--- config.mk ---
export PLATFORM = sky130hd
export DESIGN_NAME = sim_bus_arbiter
export DESIGN_NICKNAME = d
export VERILOG_FILES = /design/src/rtl/sim_bus_pkg.sv /design/src/rtl/sim_bus_id_fifo.sv /design/src/rtl/sim_bus_arbiter.sv
export SDC_FILE = /design/constraint.sdc
export NUM_CORES = 1
export LEC_CHECK = 0
export CAP_MARGIN = 30
export CORE_AREA = 2 2 112 114
export CTS_BUF_LIST = sky130_fd_sc_hd__clkbuf_16
export DETAILED_ROUTE_END_ITERATION = 10
export DIE_AREA = 0 0 114 116
export GPL_ROUTABILITY_DRIVEN = 1
export SLEW_MARGIN = 25
export SYNTH_ARGS = -nofsm -noshare
export SYNTH_HDL_FRONTEND = slang
export SYNTH_SLANG_ARGS = --single-unit
--- constraint.sdc ---
create_clock -name clk_i -period 4.9 [get_ports clk_i]
set_input_delay 0.49 -clock clk_i [delete_from_list [all_inputs] [get_ports clk_i]]
set_output_delay 0.49 -clock clk_i [all_outputs]
set_load 0.01 [all_outputs]
--- src/rtl/sim_bus_pkg.sv ---
// ============================================================================
// Module   : sim_bus_pkg
// Purpose  : Shared types and helpers for the simulation bus arbiter.
//            Holds the host-ID width helper and default-width request /
//            response bundles used when describing a single bus beat.
// Revision : 1.0 - initial release
// ============================================================================
`default_nettype none

package sim_bus_pkg;

  // Default bus geometry for the bundle typedefs below.
  localparam int c_BUS_AW = 32;
  localparam int c_BUS_DW = 32;

  // Width of a host index; a lone bit is kept even for NrHosts <= 2 so the
  // ID FIFO never collapses to zero width.
  function automatic int id_width(input int n);
    return (n <= 2) ? 1 : $clog2(n);
  endfunction

  typedef struct packed {
    logic                    we;
    logic [c_BUS_AW-1:0]     addr;
    logic [c_BUS_DW-1:0]     wdata;
    logic [c_BUS_DW/8-1:0]   be;
  } bus_req_t;

  typedef struct packed {
    logic [c_BUS_DW-1:0]     rdata;
    logic                    err;
  } bus_rsp_t;

endpackage

`default_nettype wire

--- src/rtl/sim_bus_id_fifo.sv ---
// ============================================================================
// Module   : sim_bus_id_fifo
// Purpose  : Small synchronous FIFO holding the host index of every granted,
//            not-yet-answered transaction, so responses can be routed back.
// Ports    : clk_i, rst_ni (async, active-low)
//            push / wdata  - enqueue a host index
//            pop  / rdata  - dequeue; rdata shows the current head
//            full / empty  - occupancy status
// Revision : 1.0 - initial release
// ============================================================================
`default_nettype none

module sim_bus_id_fifo #(
  parameter int Depth = 2,
  parameter int Width = 1
) (
  input  logic             clk_i,
  input  logic             rst_ni,
  input  logic             push,
  input  logic             pop,
  input  logic [Width-1:0] wdata,
  output logic [Width-1:0] rdata,
  output logic             full,
  output logic             empty
);

  localparam int c_PTR_W = (Depth > 1) ? $clog2(Depth) : 1;
  localparam int c_CNT_W = $clog2(Depth + 1);

  logic [Width-1:0]   r_mem [Depth];
  logic [c_PTR_W-1:0] r_wptr;
  logic [c_PTR_W-1:0] r_rptr;
  logic [c_CNT_W-1:0] r_count;

  logic w_push;
  logic w_pop;

  assign full   = (r_count == c_CNT_W'(Depth));
  assign empty  = (r_count == '0);
  assign rdata  = r_mem[r_rptr];
  assign w_push = push & ~full;
  assign w_pop  = pop & ~empty;

  always_ff @(posedge clk_i or negedge rst_ni) begin
    if (!rst_ni) begin
      r_wptr  <= '0;
      r_rptr  <= '0;
      r_count <= '0;
      for (int i = 0; i < Depth; i++) begin
        r_mem[i] <= '0;
      end
    end else begin
      if (w_push) begin
        r_mem[r_wptr] <= wdata;
        r_wptr <= (r_wptr == c_PTR_W'(Depth - 1)) ? '0 : r_wptr + c_PTR_W'(1);
      end
      if (w_pop) begin
        r_rptr <= (r_rptr == c_PTR_W'(Depth - 1)) ? '0 : r_rptr + c_PTR_W'(1);
      end
      // Simultaneous push and pop leave the occupancy unchanged.
      case ({w_push, w_pop})
        2'b10:   r_count <= r_count + c_CNT_W'(1);
        2'b01:   r_count <= r_count - c_CNT_W'(1);
        default: r_count <= r_count;
      endcase
    end
  end

endmodule

`default_nettype wire

--- src/rtl/sim_bus_arbiter.sv ---
// ============================================================================
// Module   : sim_bus_arbiter
// Purpose  : Simulation-only N-host to 1-device round-robin arbiter sharing a
//            RAM data port. Uses req/gnt/rvalid on every side, locks a stalled
//            request onto the device, and routes in-order responses back via
//            an outstanding-ID FIFO.
// Ports    : clk_i, rst_ni (async, active-low)
//            host_*_i / host_*_o - packed per-host request and response lanes
//            dev_*_o / dev_*_i   - single device port
//            unexpected_rsp_o    - sticky: response seen with nothing pending
// Revision : 1.0 - initial release
// ============================================================================
`default_nettype none

module sim_bus_arbiter
  import sim_bus_pkg::*;
#(
  parameter int NrHosts        = 2,
  parameter int MaxOutstanding = 2,
  parameter int AddrWidth      = 32,
  parameter int DataWidth      = 32
) (
  input  logic                             clk_i,
  input  logic                             rst_ni,
  input  logic [NrHosts-1:0]               host_req_i,
  input  logic [NrHosts-1:0]               host_we_i,
  input  logic [NrHosts*AddrWidth-1:0]     host_addr_i,
  input  logic [NrHosts*DataWidth-1:0]     host_wdata_i,
  input  logic [NrHosts*DataWidth/8-1:0]   host_be_i,
  output logic [NrHosts-1:0]               host_gnt_o,
  output logic [NrHosts-1:0]               host_rvalid_o,
  output logic [DataWidth-1:0]             host_rdata_o,
  output logic [NrHosts-1:0]               host_err_o,
  output logic                             dev_req_o,
  output logic                             dev_we_o,
  output logic [AddrWidth-1:0]             dev_addr_o,
  output logic [DataWidth-1:0]             dev_wdata_o,
  output logic [DataWidth/8-1:0]           dev_be_o,
  input  logic                             dev_gnt_i,
  input  logic                             dev_rvalid_i,
  input  logic [DataWidth-1:0]             dev_rdata_i,
  input  logic                             dev_err_i,
  output logic                             unexpected_rsp_o
);

  localparam int c_ID_W = id_width(NrHosts);
  localparam int c_BE_W = DataWidth / 8;

  logic [c_ID_W-1:0] r_rr_ptr;
  logic              r_lock;
  logic [c_ID_W-1:0] r_lock_id;
  logic              r_unexp;

  logic [c_ID_W-1:0] w_arb_id;
  logic              w_arb_found;
  logic [c_ID_W-1:0] w_winner;
  logic [c_ID_W-1:0] w_ptr_nxt;
  logic [c_ID_W-1:0] w_head;
  logic              w_fifo_full;
  logic              w_fifo_empty;
  logic              w_grant;
  logic              w_pop;

  // --------------------------------------------------------------------------
  // Round-robin search: first requester at or after the pointer, wrapping.
  // --------------------------------------------------------------------------
  always_comb begin
    w_arb_id    = '0;
    w_arb_found = 1'b0;
    for (int i = 0; i < NrHosts; i++) begin
      if (!w_arb_found && host_req_i[(int'(r_rr_ptr) + i) % NrHosts]) begin
        w_arb_found = 1'b1;
        w_arb_id    = c_ID_W'((int'(r_rr_ptr) + i) % NrHosts);
      end
    end
  end

  // A stalled request owns the device until granted, so later arrivals
  // cannot disturb the address/data the device is already looking at.
  assign w_winner  = r_lock ? r_lock_id : w_arb_id;
  assign w_ptr_nxt = (w_winner == c_ID_W'(NrHosts - 1)) ? '0 : w_winner + c_ID_W'(1);

  // Full blocks requests even when a pop lands in the same cycle; this keeps
  // dev_req_o off the response path at the cost of a one-cycle bubble.
  assign dev_req_o = ((|host_req_i) | r_lock) & ~w_fifo_full;
  assign w_grant   = dev_req_o & dev_gnt_i;
  assign w_pop     = dev_rvalid_i & ~w_fifo_empty;

  // --------------------------------------------------------------------------
  // Device-side request mux and per-host grant / response demux.
  // --------------------------------------------------------------------------
  always_comb begin
    dev_we_o      = 1'b0;
    dev_addr_o    = '0;
    dev_wdata_o   = '0;
    dev_be_o      = '0;
    host_gnt_o    = '0;
    host_rvalid_o = '0;
    host_err_o    = '0;
    for (int h = 0; h < NrHosts; h++) begin
      if (w_winner == c_ID_W'(h)) begin
        dev_we_o    = host_we_i[h];
        dev_addr_o  = host_addr_i[h*AddrWidth +: AddrWidth];
        dev_wdata_o = host_wdata_i[h*DataWidth +: DataWidth];
        dev_be_o    = host_be_i[h*c_BE_W +: c_BE_W];
        host_gnt_o[h] = w_grant;
      end
      if (w_head == c_ID_W'(h)) begin
        host_rvalid_o[h] = w_pop;
        host_err_o[h]    = w_pop & dev_err_i;
      end
    end
  end

  assign host_rdata_o     = dev_rdata_i;
  assign unexpected_rsp_o = r_unexp;

  // --------------------------------------------------------------------------
  // Pointer, lock and sticky unexpected-response state.
  // --------------------------------------------------------------------------
  always_ff @(posedge clk_i or negedge rst_ni) begin
    if (!rst_ni) begin
      r_rr_ptr  <= '0;
      r_lock    <= 1'b0;
      r_lock_id <= '0;
      r_unexp   <= 1'b0;
    end else begin
      if (w_grant) begin
        r_rr_ptr <= w_ptr_nxt;
        r_lock   <= 1'b0;
      end else if (dev_req_o) begin
        r_lock    <= 1'b1;
        r_lock_id <= w_winner;
      end
      if (dev_rvalid_i && w_fifo_empty) begin
        r_unexp <= 1'b1;
      end
    end
  end

  sim_bus_id_fifo #(
    .Depth (MaxOutstanding),
    .Width (c_ID_W)
  ) u_id_fifo (
    .clk_i (clk_i),
    .rst_ni(rst_ni),
    .push  (w_grant),
    .pop   (w_pop),
    .wdata (w_winner),
    .rdata (w_head),
    .full  (w_fifo_full),
    .empty (w_fifo_empty)
  );

`ifndef SYNTHESIS
  // --------------------------------------------------------------------------
  // Protocol checks on the host side: a pending request must hold its
  // request line and its fields until granted.
  // --------------------------------------------------------------------------
  for (genvar h = 0; h < NrHosts; h++) begin : g_host_chk
    logic                 r_pend;
    logic                 r_we;
    logic [AddrWidth-1:0] r_addr;
    logic [DataWidth-1:0] r_wdata;
    logic [c_BE_W-1:0]    r_be;

    always_ff @(posedge clk_i or negedge rst_ni) begin
      if (!rst_ni) begin
        r_pend  <= 1'b0;
        r_we    <= 1'b0;
        r_addr  <= '0;
        r_wdata <= '0;
        r_be    <= '0;
      end else begin
        if (r_pend) begin
          assert (host_req_i[h])
            else $error("sim_bus_arbiter: host %0d dropped req before gnt", h);
          assert (host_we_i[h] == r_we &&
                  host_addr_i[h*AddrWidth +: AddrWidth] == r_addr &&
                  host_wdata_i[h*DataWidth +: DataWidth] == r_wdata &&
                  host_be_i[h*c_BE_W +: c_BE_W] == r_be)
            else $error("sim_bus_arbiter: host %0d changed fields while waiting", h);
        end
        r_pend  <= host_req_i[h] & ~host_gnt_o[h];
        r_we    <= host_we_i[h];
        r_addr  <= host_addr_i[h*AddrWidth +: AddrWidth];
        r_wdata <= host_wdata_i[h*DataWidth +: DataWidth];
        r_be    <= host_be_i[h*c_BE_W +: c_BE_W];
      end
    end
  end

  always @(posedge clk_i) begin
    if (rst_ni) begin
      assert (!(dev_rvalid_i && w_fifo_empty && dev_gnt_i))
        else $error("sim_bus_arbiter: response in the same cycle as its grant");
      assert (!(dev_rvalid_i && w_fifo_empty))
        else $warning("sim_bus_arbiter: response with no outstanding transaction");
    end
  end
`endif

endmodule

`default_nettype wire

==> results.md <==
* Internal reg-to-reg setup slack at 3080 ps
* Layout overhead on the synthesized area at 116%
* Vias per std cell at 3.87
* Detail Route met2 WL at 3.45 mm
* Crit path kind: in -> out
* Number of library cell types mapped by synthesis at 26
* Largest net degree at the start of global routing at 44
* Number of nets in the layout at 523
* Type of the tightest min-delay check: reg -> reg
* Largest clock skew in the final design at 0.660 ps
* # port buffers at 221
* Final Setup Violations at 0
* Post-Syn Nets at 335
* # Max-Cap Violations at 0
* Initial antenna violation count at 2
* Cell area power density at 396 nW/um^2
* Number of instances in the synthesized netlist at 157
* Count of vias placed by the detailed router at 1901
* Clock insertion delay at the later pin of the skew report at 230 ps
* H-tree levels at 1
* Maximum buffer depth of the clock tree at 2
* HPWL after detailed placement at 6.66 mm
* WHS Path Cells at 1
* CTS tree: yes
* Total power at 0.00157 W
* Largest fanout on the critical path at 43
* Highest attainable clock frequency at 0.317 GHz
* Final global-route overflow total at 0
* Number of cells in the finished layout apart from fillers at 491
* Io pins at 286
* Global placement routability congestion at 0.694
* Final worst path period share at 64.4%
* Slew of the pin with the lowest slew margin at 596 ps
* First-pass DRT Iterations at 4
* Highest Signal Layer: met4
* CP startpoint kind: primary input
* Critical R2R Capture: u_id_fifo.r_count[1]
* Post-synthesis register bit count at 10
* Top flip-flop cell by instance count after synthesis: sky130_fd_sc_hd__dfrtp_1
* Total GRT Usage at 10.0%
* Number of post-CTS setup repair buffers at 0
* Largest area contributor in the synthesized netlist: sky130_fd_sc_hd__mux2_4
* Number of clock sinks seen by CTS at 10
* Setup TNS Final at 0 ps
* Synthesized area at 1830 sq um
* Initial detailed-routing violation count at 19
* Synth top area cells: sky130_fd_sc_hd__mux2_4 (36%), sky130_fd_sc_hd__mux2_2 (17%), sky130_fd_sc_hd__buf_4 (14%), sky130_fd_sc_hd__dfrtp_1 (14%), sky130_fd_sc_hd__buf_12 (4.4%)
* Fraction of layout instances using a drive strength above 1 at 23.3%
* Total clock buffers created by CTS at 3
* Final Slew Violations at 0
* Number of placement rows at 40
* Die Y at 116 microns
* Root buffer selected by CTS: sky130_fd_sc_hd__clkbuf_16
* Top cells by instance count after synthesis: sky130_fd_sc_hd__mux2_4 (44), sky130_fd_sc_hd__buf_4 (34), sky130_fd_sc_hd__mux2_2 (28)
* Proportion of netlist area held by the largest area contributor at 36.1%
* Hold-fix buffers at CTS at 0
* Share of synthesized flip-flops with an asynchronous set or reset at 100%
* Dominant cell by count in the synthesized netlist: sky130_fd_sc_hd__mux2_4
* Routed len/inst at 15.5 microns
* Crit path setup slack, layout at 1750 ps
* Number of synthesis warnings at 0
* Core area at 11900 sq um
* Total wirelength of the detailed-routed design at 7.60 mm
* Mean instance size in the synthesized netlist at 11.7 sq um
* DRC violations left at 0
* Hold Path Sink: unexpected_rsp_o
* Min Tclk post-route at 3150 ps
* Post-Place Setup Slack at 1720 ps
* Final Hold Viols at 0
* Post-CTS Resized at 0
* Lkg Pwr at 1.59 nW
* Total met3 wirelength after detailed routing at 1.00 mm
* Die width at 114 microns
* First-pass GRT wire length at 10.2 mm
* Via count of the first global-routing pass at 1848
* CP Data Required Time at 4410 ps
* RSZ-0062 raised after global routing: false
* Residual antenna-violating net count after detailed routing at 0
* Outcome: finished, final reports clean
* Post-synth EDFFs at 0
* Clock-pin slew on the worst setup and hold paths at 40 ps
* Number of placed instances, taps included at 487
* Length of routed wiring on met1 at 3.13 mm
* Worst-case headroom to the max-slew limit at 60.3%
* FF-to-FF path depth at 5
* Data arrival time of the critical path at 2660 ps
* Hold path startpoint: unexpected_rsp_o
* Die Area at 13200 sq um
* Initial cell density of the core at 15.4%
* Sequential element share of the synthesized area at 13.7%
* Max rail drop VDD at 385 uV
* Critical Path End Type: output pin
* Worst reg2reg path startpoint: u_id_fifo.r_count[0]
## layer usage
layer / GRT usage [%] / vias to the layer above
li1: - / 892
met1: 12.7 / 860
met2: 16.2 / 147
met3: 4.55 / 2
met4: 1.22 / 0
met5: 0 / -
## registers in the layout (all words and copies together) (netlist names)
name               count
u_id_fifo.r_count      2
u_id_fifo.r_rptr       1
r_lock_id              1
u_id_fifo.r_mem        2
u_id_fifo.r_wptr       1
r_lock                 1
unexpected_rsp_o       1
r_rr_ptr               1
## through the flow
| step | hold WS, ps | instance area [sq um] | utilization (%) |
|---|---|---|---|
| after CTS | 452 | 3960 | 33.2 |
| after global placement | 444 | 3880 | 32.6 |
| final | 448 | 3960 | 33.3 |
| after global routing | 472 | 3960 | 33.2 |
| after detailed placement | 444 | 3880 | 32.6 |
| after floorplan | 194 | 1830 | - |
## worst max-delay path, cell delays in order
cell,delay [ps]
sky130_fd_sc_hd__clkdlybuf4s50_1,450
sky130_fd_sc_hd__nor2b_4,150
sky130_fd_sc_hd__o21ai_4,140
sky130_fd_sc_hd__buf_4,500
sky130_fd_sc_hd__mux2_2,410
sky130_fd_sc_hd__clkdlybuf4s50_1,490
## logic make-up (layout without fill, tap and decap cells)
kind of cell	count (synthesis)	after routing	synth area share, %
adders and majority gates	1	1	0.683
xor gates and xnor gates	5	5	2.39
other	0	1	0
buffers and inverters	42	228	19.9
DFF	10	10	13.7
AOI/OAI and AO/OA	4	4	1.98
and+or+nand+nor	21	21	6.97
muxes	74	74	54.4
## area by class of cell
class | count | area, sq um
multi-input combinational | 105 | 1220
sequential | 10 | 250
inverter | 2 | 7.51
tap | 147 | 184
timing repair buffer | 223 | 2230
fill | 1220 | 7950
clock buffer | 3 | 75.1
antenna | 1 | 2.50
## cells in the final DEF (no fill, tap or decap), types with 2 or more instances in the layout
master,count
sky130_fd_sc_hd__a21o_1,2
sky130_fd_sc_hd__buf_4,2
sky130_fd_sc_hd__clkbuf_16,3
sky130_fd_sc_hd__clkdlybuf4s50_1,221
sky130_fd_sc_hd__dfrtp_1,10
sky130_fd_sc_hd__inv_1,2
sky130_fd_sc_hd__mux2_2,28
sky130_fd_sc_hd__mux2_4,44
sky130_fd_sc_hd__mux2i_1,2
sky130_fd_sc_hd__nand2_1,2
sky130_fd_sc_hd__nor2_1,5
sky130_fd_sc_hd__nor2b_1,3
sky130_fd_sc_hd__nor3_1,3
sky130_fd_sc_hd__xnor2_1,4
## how the worst max path moves through the flow
stage,start,depth (start not counted),to
3_3_place_gp,host_req_i[1],6,dev_addr_o[31]
2_1_floorplan,host_req_i[0],5,dev_addr_o[1]
6_report,host_req_i[0],6,dev_addr_o[9]
3_5_place_dp,host_req_i[0],6,dev_addr_o[31]
4_1_cts,host_req_i[0],6,dev_addr_o[31]
5_1_grt,host_req_i[0],6,dev_wdata_o[31]
## where the power goes
group / total (W) / internal (W) / switching [W]
Clock: 0.000140 / 0.000105 / 0.0000344
Sequential: 0.000158 / 0.000122 / 0.0000363
Combinational: 0.00127 / 0.000811 / 0.000461
No activity file was read; power rests on OpenSTA's default activity.
